$ cat src/rtl/biriscv_decode_fifo_pkg.sv
// Shared fetch-entry definitions for the fetch-to-decode instruction buffer.
// Fault encoding: fault_fetch = bus error, fault_page = page fault; either one voids the opcode.
package biriscv_decode_fifo_pkg;

   localparam int INSTR_W = 32;
   localparam int PC_W    = 32;
   localparam int ENTRY_W = INSTR_W + PC_W + 2;

   typedef struct packed {
      logic [INSTR_W-1:0] instr;
      logic [PC_W-1:0]    pc;
      logic               fault_fetch;
      logic               fault_page;
   } fifo_entry_t;

   function automatic logic [INSTR_W-1:0] masked_instr(input fifo_entry_t e);
      return (e.fault_fetch | e.fault_page) ? '0 : e.instr;
   endfunction

endpackage

$ cat src/rtl/biriscv_decode_fifo.sv
// Fetch-to-decode instruction buffer: DEPTH-entry FIFO with valid/accept handshakes
// and single-cycle flush on branch redirect.
module biriscv_decode_fifo
   import biriscv_decode_fifo_pkg::*;
#(
   parameter int DEPTH = 4
) (
   input  logic                     clk_i,
   input  logic                     rst_i,
   input  logic                     fetch_valid_i,
   input  logic [31:0]              fetch_instr_i,
   input  logic [31:0]              fetch_pc_i,
   input  logic                     fetch_fault_fetch_i,
   input  logic                     fetch_fault_page_i,
   output logic                     fetch_accept_o,
   input  logic                     branch_request_i,
   output logic                     decode_valid_o,
   output logic [31:0]              decode_instr_o,
   output logic [31:0]              decode_pc_o,
   output logic                     decode_fault_fetch_o,
   output logic                     decode_fault_page_o,
   input  logic                     decode_accept_i,
   output logic [$clog2(DEPTH):0]   level_o
);

   localparam int PTR_W = $clog2(DEPTH);
   localparam int LVL_W = PTR_W + 1;

   fifo_entry_t      mem [DEPTH];
   logic [PTR_W-1:0] wr_ptr;
   logic [PTR_W-1:0] rd_ptr;
   logic [LVL_W-1:0] count;
   logic             push;
   logic             pop;
   fifo_entry_t      entry_in;
   fifo_entry_t      head;

   assign fetch_accept_o = (count != LVL_W'(DEPTH));
   assign decode_valid_o = (count != '0);
   assign level_o        = count;

   assign push = fetch_valid_i & fetch_accept_o & ~branch_request_i;
   assign pop  = decode_valid_o & decode_accept_i & ~branch_request_i;

   assign entry_in = '{instr:       fetch_instr_i,
                       pc:          fetch_pc_i,
                       fault_fetch: fetch_fault_fetch_i,
                       fault_page:  fetch_fault_page_i};

   // Pointers wrap for free because DEPTH is a power of two.
   always_ff @(posedge clk_i) begin
      if (rst_i || branch_request_i) begin
         wr_ptr <= '0;
         rd_ptr <= '0;
         count  <= '0;
      end else begin
         if (push)
            wr_ptr <= wr_ptr + 1'b1;
         if (pop)
            rd_ptr <= rd_ptr + 1'b1;
         case ({push, pop})
            2'b10:   count <= count + LVL_W'(1);
            2'b01:   count <= count - LVL_W'(1);
            default: count <= count;
         endcase
      end
   end

   // Storage is never cleared; stale entries are hidden by count.
   always_ff @(posedge clk_i) begin
      if (push && !rst_i)
         mem[wr_ptr] <= entry_in;
   end

   assign head                 = mem[rd_ptr];
   assign decode_instr_o       = masked_instr(head);
   assign decode_pc_o          = head.pc;
   assign decode_fault_fetch_o = head.fault_fetch;
   assign decode_fault_page_o  = head.fault_page;

   depth_pow2 : assert property (@(posedge clk_i) ((DEPTH >= 2) && ((DEPTH & (DEPTH - 1)) == 0)));

endmodule

$ cat config.mk
export PLATFORM = sky130hd
export DESIGN_NAME = biriscv_decode_fifo
export DESIGN_NICKNAME = d
export VERILOG_FILES = /design/src/rtl/biriscv_decode_fifo_pkg.sv /design/src/rtl/biriscv_decode_fifo.sv
export SDC_FILE = /design/constraint.sdc
export NUM_CORES = 1
export LEC_CHECK = 0
export BUFFER_PORTS_ARGS = -buffer_cell sky130_fd_sc_hd__buf_2
export CORE_MARGIN = 5
export CORE_UTILIZATION = 57
export DETAILED_ROUTE_END_ITERATION = 7
export PLACE_DENSITY = 0.84
export SLEW_MARGIN = 20
export SYNTH_ARGS = -nofsm -noshare
export SYNTH_HDL_FRONTEND = slang
export SYNTH_SLANG_ARGS = --single-unit
$ cat constraint.sdc
create_clock -name clk_i -period 3.2 [get_ports clk_i]
set_clock_uncertainty 0.1 [all_clocks]
set_input_delay 0.48 -clock clk_i [delete_from_list [all_inputs] [get_ports clk_i]]
set_output_delay 0.48 -clock clk_i [all_outputs]
set_load 0.05 [all_outputs]
==> After elaboration in Yosys (flattened, before gate mapping) <==
Memory sizes are Yosys's and may differ from the RTL's. A register that Yosys moved wholly into a read port is not among the register bits.
Index checks and enable logic that the tools add are counted.
Widths: inputs -> output; s select.
{ "classes": {"addsub": 4, "n_bitwise": 6, "n_mux": 6, "n_eq_ne": 3, "n_reduce_logical": 5} }
{ "ops": {"columns": ["operator", "n"], "rows": [
  ["$mux 32", 1],
  ["$pmux 3 s2", 1],
  ["$add 2x1->2 const B", 2],
  ["$and 1x1->1", 4],
  ["$mux 2", 2],
  ["$add 3x1->3 const B", 1],
  ["$ne 3x3->1 const B", 1],
  ["$reduce_bool 3->1", 1],
  ["$sub 3x1->3 const B", 1],
  ["$eq 2x1->1 const B", 1],
  ["$eq 2x2->1 const B", 1],
  ["$mux 1", 2],
  ["$reduce_bool 2->1", 1],
  ["$logic_and 1x1->1", 1],
  ["$logic_not 1->1", 1],
  ["$logic_or 1x1->1", 1],
  ["$not 1->1", 1],
  ["$or 1x1->1", 1]
]} }
{ "totals": {"mem_bits_rw": 264, "in_bits": 71, "memories": 1, "output_inout_bits": 71, "word_cells": 28, "regBits": 7} }
{ "mem_list": {"columns": ["name", "depth", "width", "read_ports", "rd_ports_with_merged_regs", "wr", "line_no", "source"], "rows": [
  ["mem", 4, 66, 1, 1, 1, "biriscv_decode_fifo.sv:29", "fifo_entry_t mem [DEPTH];"]
]} }

==> Longest topological paths before layout <==
{ "logic_depth": {"ltp_word": 6, "mapped_depth": 9, "ltp_nobuf": 9} }

==> Worst setup path before layout <==
No wires, ideal clock.
{ "synth_path": {"path_kind": "register -> register", "startpoint": "register count[0], in the netlist level_o[0]", "endpoint": "memory mem[2][0] (netlist bit), enable pin", "t_arrival_ns": 2.705, "path_slack_ns": -0.036, "stages_incl_launch_ff": 4, "cell_sequence": "dfxtp_1 -> nor3b_1 -> nor3_1 -> and2_1"} }
{ "synth_via": {"elab_chain_len": 6} }
{ "synth_lines": {"columns": ["element", "line_no", "source"], "rows": [
  ["start: declaration", "biriscv_decode_fifo.sv:32", "logic [LVL_W-1:0] count;"],
  ["start signal: assignment", "biriscv_decode_fifo.sv:62", "2'b10: count <= count + LVL_W'(1);"],
  ["start signal: assignment", "biriscv_decode_fifo.sv:63", "2'b01: count <= count - LVL_W'(1);"],
  ["start signal: assignment", "biriscv_decode_fifo.sv:64", "default: count <= count;"],
  ["$ne 3x3->1", "biriscv_decode_fifo.sv:38", "assign fetch_accept_o = (count != LVL_W'(DEPTH));"],
  ["$and 1x1->1 (2 in series)", "biriscv_decode_fifo.sv:42", "assign push = fetch_valid_i & fetch_accept_o & ~branch_request_i;"],
  ["$logic_and 1x1->1", "biriscv_decode_fifo.sv:71", "if (push && !rst_i)"],
  ["$mux 1", "biriscv_decode_fifo.sv:71", null],
  ["$mux 1 (implied by the code)", "biriscv_decode_fifo.sv:72", "mem[wr_ptr] <= entry_in;"],
  ["end: declaration", "biriscv_decode_fifo.sv:29", null]
]} }
No other way between the ends.

==> run metrics <==
TritonCTS Buffers 26; Post-CTS Setup Bufs 0; Avg Cell Area, Syn 23.5 um2; Int Power 5.82 mW; f_max 0.332 GHz; DR vias 4800; Residual DRC 0; period utilization 0.941; global-route wire length before repair approximately 29 mm; flops & latches, synth between 200 and 300; area share of the largest cell type after synthesis 0.770; clock sink count between 200 and 300; IO Pins approximately 140; Max Root-Sink Buffers 3; CTS Root Cell clkbuf_16; Hold Crit Class primary input to flop; CP required 2620 ps; initial antenna violation count 3; critical path cell sequence buf_4 -> mux4_2 -> nor2b_1 -> buf_2; Die H between 100 and 150 um; 1st-iter DRT viols around 340; # rows 49; largest net degree at the start of global routing 60; mapped cell area about 10000 um2; area of the multi-input gates 2060 um2; NetSw 1.40 mW; setup ws final around 190 ps; static leakage between 4 and 5 nW; syn nets about 520; unrepaired setup endpoints after global routing no; total wire length around 19 mm; endpoint class of the critical path output pin; commonest non-fill, non-tap cell in the layout edfxtp_1; drt wl/cell between 20 and 25 um; R2R setup slack 770 ps; Core Region 17900 um2; max_cap viols 0; register area share after synthesis 0.787; GRT overflow 0; initial core utilization 0.575; All-Layer GR Usage 0.183; Non-Filler Cell Area, Final 12200 um2; Setup TNS Final 0 ps; Clock transition at path regs about 60 ps; Cells after Synth roughly 440; Fill cells 1150; number of global-route vias before repair 5287; synth top area cells edfxtp_1 77%, mux4_2 14%, dfxtp_1 1.7%; Seq pwr share 0.548; # port buffers around 140; Data arrival, critical path between 2000 and 2500 ps; Power Density 593 nW/um2; pre-CTS setup slack 670 ps; CP Launch Type flop; diodes inserted 0; fraction of layout cells with a size suffix above 1 0.437; DP HPWL about 12 mm; Hold Fails Final Rpt 0; synthesis-to-layout area growth 18.3%; warning count from the yosys run 0; critical path's slowest cell mux4_2; Gate power share 0.039; DRT antenna net count 0; H-tree Lvls 1; Die ar. approximately 21000 um2; number of vias per cell 5.64; Final min period 3010 ps; Storage cell area about 8100 um2; CTS Hold Bufs 0; Setup CP Type flop to output pin; CTS tree built; cell taking the most area after synthesis edfxtp_1; # setup viols final 0; Die W 144 um; Critical Path Max Stage Delay 600 ps; Cell Area, Placed 11300 um2; PostCTS Resize Cnt 0; Net Sw Frac 0.194; CP Max Fanout 32; slew margin rel. 0.574; Placer Congestion 0.728; drt first pass iters 5; status finished, final reports clean; insertion delay to the later sink of the worst-skew pair 510 ps; Worst IR Drop VDD 0.426 mV; fin. max-slew vios 0; Final #Nets 679; Synth cell types 28; most frequent cells in the layout 264 x edfxtp_1, 141 x buf_2, 66 x mux4_2, 27 x clkbuf_16, 23 x nor2b_1; slew of the pin with the lowest slew margin 639 ps; clock share of power 0.412
==> critical path, delay by kind of cell, from the launching register on <==
family	cells	cell delay, ps
buffers and inverters	2	760
multiplexers	1	600
flip-flops	1	370
AND/OR/NAND/NOR	1	150
==> final timing paths <==
kind              depth (start not counted)                 end      startpoint
setup / recovery                          4  decode_instr_o[19]            flop
hold / removal                            1          mem[1][27]  fetch_pc_i[25]
setup reg to reg                          9          level_o[2]      level_o[2]
hold reg to reg                           2           wr_ptr[0]       wr_ptr[0]
==> per-layer routing <==
metal  part of all wire  global-route usage  wire length (um)  vias to the layer above
li1                   -                   -                 -                     2141
met5             0.0023                   0                43                        -
met3              0.096              0.0509              1790                       31
met1               0.38               0.245              7030                     2428
met4              0.012              0.0378               225                        6
met2               0.51               0.309              9500                      194
==> kinds of logic after synthesis <==
kind of cell	share of synthesized area
adder cells (fa/ha/maj)	0.00802
AND/OR/NAND/NOR	0.0389
flip-flops	0.787
XOR/XNOR	0.00170
buffers and inverters	0.0136
multiplexers	0.144
AO/OA/AOI/OAI	0.00608
==> final cells by class <==
cell class | instances | area share
Sequential cell | 273 | 0.666
Multi-Input combinational cell | 140 | 0.169
Timing Repair Buffer | 153 | 0.0694
Clock buffer | 33 | 0.0573
Tap cell | 229 | 0.0235
Clock inverter | 15 | 0.0118
Inverter | 8 | 0.00247
==> power by group through the flow <==
stage	logic, mW	clock network (mW)	registers, mW
finish	0.284	2.98	3.96
global route	0.303	3.23	3.96
CTS	0.287	3.05	3.96
detailed placement	0.286	0	4.04
global placement	0.272	0	4.03
floorplan	0.161	0	4.04
==> cell usage after synthesis <==
cell type  number
a21oi_1         7
and2_1          4
buf_1           3
buf_2           4
buf_4           4
buf_6           3
clkbuf_1        4
dfxtp_1         9
edfxtp_1      264
fa_1            1
ha_1            5
inv_1           8
mux4_2         66
nand2_1         1
nand2b_1        2
nand3_1         2
nor2_1          4
nor2b_1        23
nor2b_4        10
nor3_1          2
nor3b_1         1
o21ai_0         4
o31ai_1         1
or2_2           1
or2_4           1
or3_1           2
or4_1           1
xor2_1          2
==> flip-flops by register name, summed over array words and instances (netlist names), named ones only <==
register	flops
rd_ptr	2
level_o	3
wr_ptr	2
mem	264
==> per-stage QoR <==
| stage | std cells | utilization | total power [mW] | hold WS [ps] |
|---|---|---|---|---|
| after CTS | 851 | 0.680 | 7.29 | 59.2 |
| after detailed placement | 803 | 0.633 | 4.32 | 410 |
| final | 851 | 0.680 | 7.22 | 79.7 |
| after floorplan | 439 | - | 4.20 | 353 |
| after global placement | 803 | 0.633 | 4.30 | 352 |
| after global routing | 851 | 0.680 | 7.49 | 61.3 |
Note: power is estimated with default switching activity, not from simulation.
